`src/rtl/id_ex_stage.sv`:
```
// ID/EX pipeline register with EX/MEM and MEM/WB operand forwarding, load-use
// hazard detection, and hold/flush/bubble control for the ALU stage.
module id_ex_stage #(
    parameter int DW = 32,
    parameter int RW = 5
) (
    input  logic          clk,
    input  logic          reset_n,
    input  logic          id_valid,
    input  logic [RW-1:0] id_rs,
    input  logic [RW-1:0] id_rt,
    input  logic [RW-1:0] id_rd,
    input  logic [DW-1:0] id_rdata1,
    input  logic [DW-1:0] id_rdata2,
    input  logic [DW-1:0] id_imm,
    input  logic          id_alu_src,
    input  logic [2:0]    id_ALUop,
    input  logic          id_reg_write,
    input  logic          id_mem_read,
    input  logic          id_mem_write,
    input  logic          id_mem_to_reg,
    input  logic          ex_hold,
    input  logic          flush,
    input  logic          exmem_reg_write,
    input  logic [RW-1:0] exmem_rd,
    input  logic [DW-1:0] exmem_result,
    input  logic          memwb_reg_write,
    input  logic [RW-1:0] memwb_rd,
    input  logic [DW-1:0] memwb_data,
    output logic          id_stall,
    output logic [DW-1:0] reg1,
    output logic [DW-1:0] reg2,
    output logic [2:0]    ALUop,
    output logic [DW-1:0] store_data,
    output logic          ex_valid,
    output logic [RW-1:0] ex_rd,
    output logic          ex_reg_write,
    output logic          ex_mem_read,
    output logic          ex_mem_write,
    output logic          ex_mem_to_reg
);

    typedef struct packed {
        logic          valid;
        logic [RW-1:0] rs;
        logic [RW-1:0] rt;
        logic [RW-1:0] rd;
        logic [DW-1:0] rdata1;
        logic [DW-1:0] rdata2;
        logic [DW-1:0] imm;
        logic          alu_src;
        logic [2:0]    alu_op;
        logic          reg_write;
        logic          mem_read;
        logic          mem_write;
        logic          mem_to_reg;
    } stage_t;

    stage_t st;
    logic   lu;
    logic [DW-1:0] fwd_a;
    logic [DW-1:0] fwd_b;

    // EX/MEM wins over MEM/WB because it holds the younger result; $0 is never forwarded.
    function automatic logic [DW-1:0] fwd(
        input logic [RW-1:0] src,
        input logic [DW-1:0] latched,
        input logic          em_we,
        input logic [RW-1:0] em_rd,
        input logic [DW-1:0] em_val,
        input logic          mw_we,
        input logic [RW-1:0] mw_rd,
        input logic [DW-1:0] mw_val
    );
        if (em_we && em_rd != '0 && em_rd == src)
            return em_val;
        else if (mw_we && mw_rd != '0 && mw_rd == src)
            return mw_val;
        else
            return latched;
    endfunction

    assign lu = st.valid && st.mem_read && (st.rd != '0) && id_valid &&
                ((st.rd == id_rs) || (st.rd == id_rt));
    assign id_stall = lu || ex_hold;

    // NOTE: state registers use non-blocking assignments so every field updates from pre-edge values.
    always_ff @(posedge clk or negedge reset_n) begin
        if (!reset_n) begin
            st <= '0;
        end else if (ex_hold) begin
            st <= st;
        end else if (flush || lu) begin
            st.valid      <= 1'b0;
            st.reg_write  <= 1'b0;
            st.mem_read   <= 1'b0;
            st.mem_write  <= 1'b0;
            st.mem_to_reg <= 1'b0;
        end else begin
            st.valid      <= id_valid;
            st.rs         <= id_rs;
            st.rt         <= id_rt;
            st.rd         <= id_rd;
            st.rdata1     <= id_rdata1;
            st.rdata2     <= id_rdata2;
            st.imm        <= id_imm;
            st.alu_src    <= id_alu_src;
            st.alu_op     <= id_ALUop;
            st.reg_write  <= id_reg_write;
            st.mem_read   <= id_mem_read;
            st.mem_write  <= id_mem_write;
            st.mem_to_reg <= id_mem_to_reg;
        end
    end

    assign fwd_a = fwd(st.rs, st.rdata1, exmem_reg_write, exmem_rd, exmem_result,
                       memwb_reg_write, memwb_rd, memwb_data);
    assign fwd_b = fwd(st.rt, st.rdata2, exmem_reg_write, exmem_rd, exmem_result,
                       memwb_reg_write, memwb_rd, memwb_data);

    assign reg1          = fwd_a;
    assign store_data    = fwd_b;
    assign reg2          = st.alu_src ? st.imm : fwd_b;
    assign ALUop         = st.alu_op;
    assign ex_valid      = st.valid;
    assign ex_rd         = st.rd;
    assign ex_reg_write  = st.reg_write;
    assign ex_mem_read   = st.mem_read;
    assign ex_mem_write  = st.mem_write;
    assign ex_mem_to_reg = st.mem_to_reg;

endmodule

```
`config.mk`:
```
export PLATFORM = sky130hd
export DESIGN_NAME = id_ex_stage
export DESIGN_NICKNAME = d
export VERILOG_FILES = /design/src/rtl/id_ex_stage.sv
export SDC_FILE = /design/constraint.sdc
export NUM_CORES = 1
export LEC_CHECK = 0
export ABC_AREA = 0
export CAP_MARGIN = 20
export CORE_ASPECT_RATIO = 2
export CORE_UTILIZATION = 43
export DETAILED_ROUTE_END_ITERATION = 7
export PLACE_DENSITY = 0.81
export RECOVER_POWER = 100
export SKIP_LAST_GASP = 1
export SLEW_MARGIN = 0
export SYNTH_ARGS = -nofsm -noshare
export SYNTH_HDL_FRONTEND = slang
export SYNTH_SLANG_ARGS = --single-unit
```
`constraint.sdc`:
```
create_clock -name clk -period 2.5 [get_ports clk]
set_clock_uncertainty 0.05 [all_clocks]
set_input_delay 0.375 -clock clk [delete_from_list [all_inputs] [get_ports clk]]
set_output_delay 0.375 -clock clk [all_outputs]
set_load 0.05 [all_outputs]
```
After elaboration in Yosys (flattened, before gate mapping):

Cells that the tools add are included.

* bitwise operators: 2
* eq/ne operators: 6
* reduce and logical (&&, ||, !) cells: 17
* mux-type cells: 7

Operator list (count)
* two-way mux 32 bit: 5
* equality test 5 bit: 6
* nonzero test 5 bit: 3
* logical AND 1 bit: 10
* two-way mux 4 bit: 1
* logical OR 1 bit: 3
* NOT 1 bit: 2
* AND reduction 2 bit: 1
* two-way mux 1 bit: 1

* word-level logic and storage cells: 45
* register bits after elaboration: 120
* output and inout port bits: 110
* bits of input ports: 200

Longest topological paths before layout:

* depth after elaboration: 7
* depth in mapped cells: 7
* depth with buffers taken out: 5

Worst setup path after synthesis:

Ideal clock, no wire load.

* kind: input port to output port
* start point: input port exmem_rd[1]
* end point: output port reg2[31]
* stages on the path: 6
* data required time: 2.075 ns
* arrival: 2.623 ns
* buffers on the path: 1
* setup slack: -0.548 ns
* path through: or4_1 > o21a_1 > nand3_2 > buf_2 > nor3_1 > a221oi_1

* word-level cells in the longest chain between the ends: 5
* elaborated cells between the ends (all ways): 6
* classes of those cells: eq/ne: 1; mux: 2; reduce/logical: 3

Ends and longest elaborated chain
* from (decl): RTL line 25 `input logic [RW-1:0] exmem_rd,`
* nonzero test 5 bit: RTL line 75 `if (em_we && em_rd != '0 && em_rd == src)`
* logical AND 1 bit: RTL line 75
* logical AND 1 bit (*): RTL line 75
* two-way mux 32 bit (*): RTL line 75
* two-way mux 32 bit (*): RTL line 123 `assign reg2 = st.alu_src ? st.imm : fwd_b;`
* to (decl): RTL line 32 `output logic [DW-1:0] reg2,`

Mark *: on every way between the ends. The rest lies on a longest branch, timed or not.

Worst setup path after layout:

* start point: register st[112] (netlist name)
* end point: output port reg2[20]

* word-level cells in the longest chain between the ends: 5
* elaborated cells between the ends (all ways): 7
* classes of those cells: eq/ne: 2; mux: 3; reduce/logical: 2

Ends and longest elaborated chain
* from (decl): RTL line 59 `stage_t st;`
* from (signal assigned): RTL line 92 `st <= st;`
* equality test 5 bit: RTL line 77 `else if (mw_we && mw_rd != '0 && mw_rd == src)`
* logical AND 1 bit: RTL line 77
* two-way mux 32 bit: RTL line 77
* two-way mux 32 bit (*): RTL line 75
* two-way mux 32 bit (*): RTL line 123

Marks and branches as above.

==> impl_results.md <==
* Status: complete, but fails checks
* Violated checks: setup timing
* Sequential-to-total area share from yosys stat at 41.9%
* Cell Chain, Critical Path: xor2_1, nor3_2, buf_4, nand4_4, buf_4, buf_12, mux2i_4, a221oi_4, buf_12
* Largest family of logic cells by synthesized area: multiplexers
* Crit-path slowest cell: dfrtp_1
* Latest clock arrival within the worst-skew pair at 420 ps
* GR peak layer: met2
* Syn. warnings at 0
* GRT Util Overall at 39.7%
* Switching Fraction at 38.2%
* Routed WL per cell at 29.6 um
* Final hold viol count at 0
* Worst Tran Pin Value at 1350 ps
* Rows at 66
* Hold Path Depth at 1
* Die X at 93.3 um
* Maxcap violations at 0
* Mux cell area share after synthesis at 27.0%
* Kind of critical path: reg -> out
* Commonest non-fill, non-tap cell in the layout: clkdlybuf4s50_1
* M3 GR Usage at 9.12%
* Yosys reg bits at 120
* Unrepaired setup endpoints after global routing: true
* H-Tree Depth at 4
* Adder-cell area share of the yosys netlist at 0%
* F_max at 333 MHz
* HPWL after detailed placement at 19.4 mm
* Core box area at 0.0163 sq mm
* Vias in the first global route at 8,361
* Highest fanout seen on the critical path at 6
* Die area at 0.0172 sq mm
* M2 GR Usage at 71.0%
* DRT iter0 DRCs at 310
* R2R depth at 6
* Non-Filler Instances at 1,247
* Setup WS post-layout at -506 ps
* WP data arrival at 2580 ps
* Area Overhead vs Synth at 105%
* Worst setup EP type: primary output
* Largest net degree at the start of global routing at 65
* Layout fillers at 597
* Register share of total power at 24.2%
* I/O pin count at 310
* Detailed Route WL at 36.9 mm
* NumNets Final at 1,224
* Largest register by flop count: st
* Worst r2r src: ex_rd[0]
* Post-placement cell count at 1,169
* Synth Net Count at 845
* CTS Buf Count at 17
* Fraction of layout cells with a size suffix above 1 at 53.7%
* Int Pwr at 6.49 mW
* Combinational Power Share at 49.9%
* R2r setup slk at -90 ps
* CTS tree: yes
* Post-Route Utilization at 90.3%
* Met1 Resource Use GR at 37.7%
* Max-slew violations at 0
* Synth Area in XOR/XNOR at 3.67%
* Hold endpoint: ALUop[0]
* Startpoint Class: flop
* Average vias per placed instance at 6.05
* VDD IR max at 0.000608 V
* Ys async rst share at 100%
* DRC at 0
* Hold crit path type: reg -> reg
* Vias at 7,540
* Worst hold path startpoint: ALUop[0]
* Clock Sinks at 120
* Clock power frac at 25.9%
* Commonest non-fill, non-tap cells in the layout: clkdlybuf4s50_1, dfrtp_1, mux2_2, buf_12, buf_4
* Synth Cell Area at 0.00716 sq mm
* Pre-Repair DR Iteration Count at 4
* Post-Syn Instances at 645
* Simple-Gate Fraction of Synth Area at 7.79%
* Compound-cell area share of the yosys netlist at 12.4%
* GP Congestion at 0.880
* Crit-path max cell delay at 420 ps
* Synth Flop Type: dfrtp_1
* GR Overflow Total at 0
* Synthesized area per cell at 11.1 sq um
* Clock slew seen by the registers of the worst setup and hold paths at 60 ps
* Post-DRT Antenna Nets at 0
* # port buffers at 309
* Final period util at 120%
* P_leak at 5.88 nW
* Initial antenna violation count at 7
* Post-synth EDFFs at 0
* TNS Setup at -36,910 ps
* Final min period at 3010 ps
* Library cells used by synthesis at 32
* CTS root buffer: clkbuf_16
* CP required at 2080 ps
* Worst slew margin at 9.73%
* Pwr/cell area at 715 mW/mm^2
* Initial Util at 44.0%
* P_sw at 4.02 mW
* Hold WS at 454 ps
* Number of flip-flops in the largest register at 107
* Clock Tree Buf Depth at 2
* Setup Viol. Count Final at 189
* Die extent in y at 185 um
* First-pass GRT wire length at 49.5 mm
* R2R Path End: st[112]
==> cell usage after synthesis, types with 3 or more instances <==
cell type | n | area [sq um]
buf_4 | 17 | 128
inv_1 | 32 | 120
nor2b_1 | 4 | 25.0
mux2i_1 | 64 | 641
nand3_1 | 3 | 15.0
nor2_1 | 35 | 131
a221oi_2 | 30 | 450
o21ai_1 | 30 | 150
a21oi_1 | 34 | 170
nand2_1 | 35 | 131
buf_12 | 6 | 120
mux2_2 | 115 | 1290
a22o_1 | 4 | 35.0
dfrtp_1 | 120 | 3000
nor3_1 | 37 | 185
buf_2 | 16 | 80.1
xnor2_1 | 16 | 140
xor2_1 | 14 | 123
clkbuf_1 | 15 | 56.3
==> final cells by class <==
class | instances | area (sq um) | area share, %
Antenna cell | 7 | 17.5 | 0.119
Clock buffer | 23 | 488 | 3.32
Clock inverter | 8 | 143 | 0.971
Inverter | 32 | 120 | 0.818
Multi-Input combinational cell | 438 | 5450 | 37.1
Sequential cell | 120 | 3010 | 20.5
Tap cell | 204 | 255 | 1.74
Timing Repair Buffer | 415 | 5200 | 35.4
==> power groups by stage <==
stage	logic, mW	registers [mW]	clock network [mW]
global route	5.37	2.55	2.82
finish	5.24	2.54	2.73
global placement	4.60	2.45	0
detailed placement	4.66	2.46	0
CTS	5.04	2.48	2.70
floorplan	2.66	2.41	0
==> worst max path at each step <==
stage,start,endpoint,slack [ps],cells after the start
finish,st[112],reg2[20],-510,9
global route,st[112],reg2[20],-580,9
CTS,st[110],reg2[13],-480,9
detailed placement,memwb_rd[1],store_data[4],-570,8
global placement,memwb_rd[1],reg2[16],-520,9
floorplan,st[113],reg2[31],-70,5
==> through the flow <==
stage	setup WS [ps]	instance area [sq um]	total power, mW
after floorplan	-66.9	8000	5.07
after global placement	-525	12300	7.04
after detailed placement	-571	12300	7.13
after CTS	-478	14500	10.2
after global routing	-578	14700	10.7
final	-506	14700	10.5
==> what timing repair did <==
item	CTS	global route
buffers inserted	33	11
hold endpoints to repair	19	0
hold buffers	1	0
pin swaps	28	33
gates resized for setup	190	79
gates cloned	18	0
endpoints found under the setup margin	96	96
==> cell families after synthesis <==
family,count (synthesis)
and+or+nand+nor,121
xor gates and xnor gates,30
DFF,120
AOI/OAI and AO/OA,108
buffers and inverters,87
muxes,179
==> per-layer routing <==
metal  part of all wire, %  vias up  routed length (um)
li1                      -     3093                   -
met1                    31     3731               11400
met2                    53      508               19500
met3                   6.5      208                2410
met4                   9.5        0                3520
met5                     0        -                   0
==> critical path: cells and delay by family (launching register included) <==
family	cells	cell delay (ps)
compound gates	1	310
xor+xnor	1	180
buf+inv	4	670
flops	1	420
mux	1	210
simple gates	2	350
Note: power is estimated with default switching activity, not from simulation.
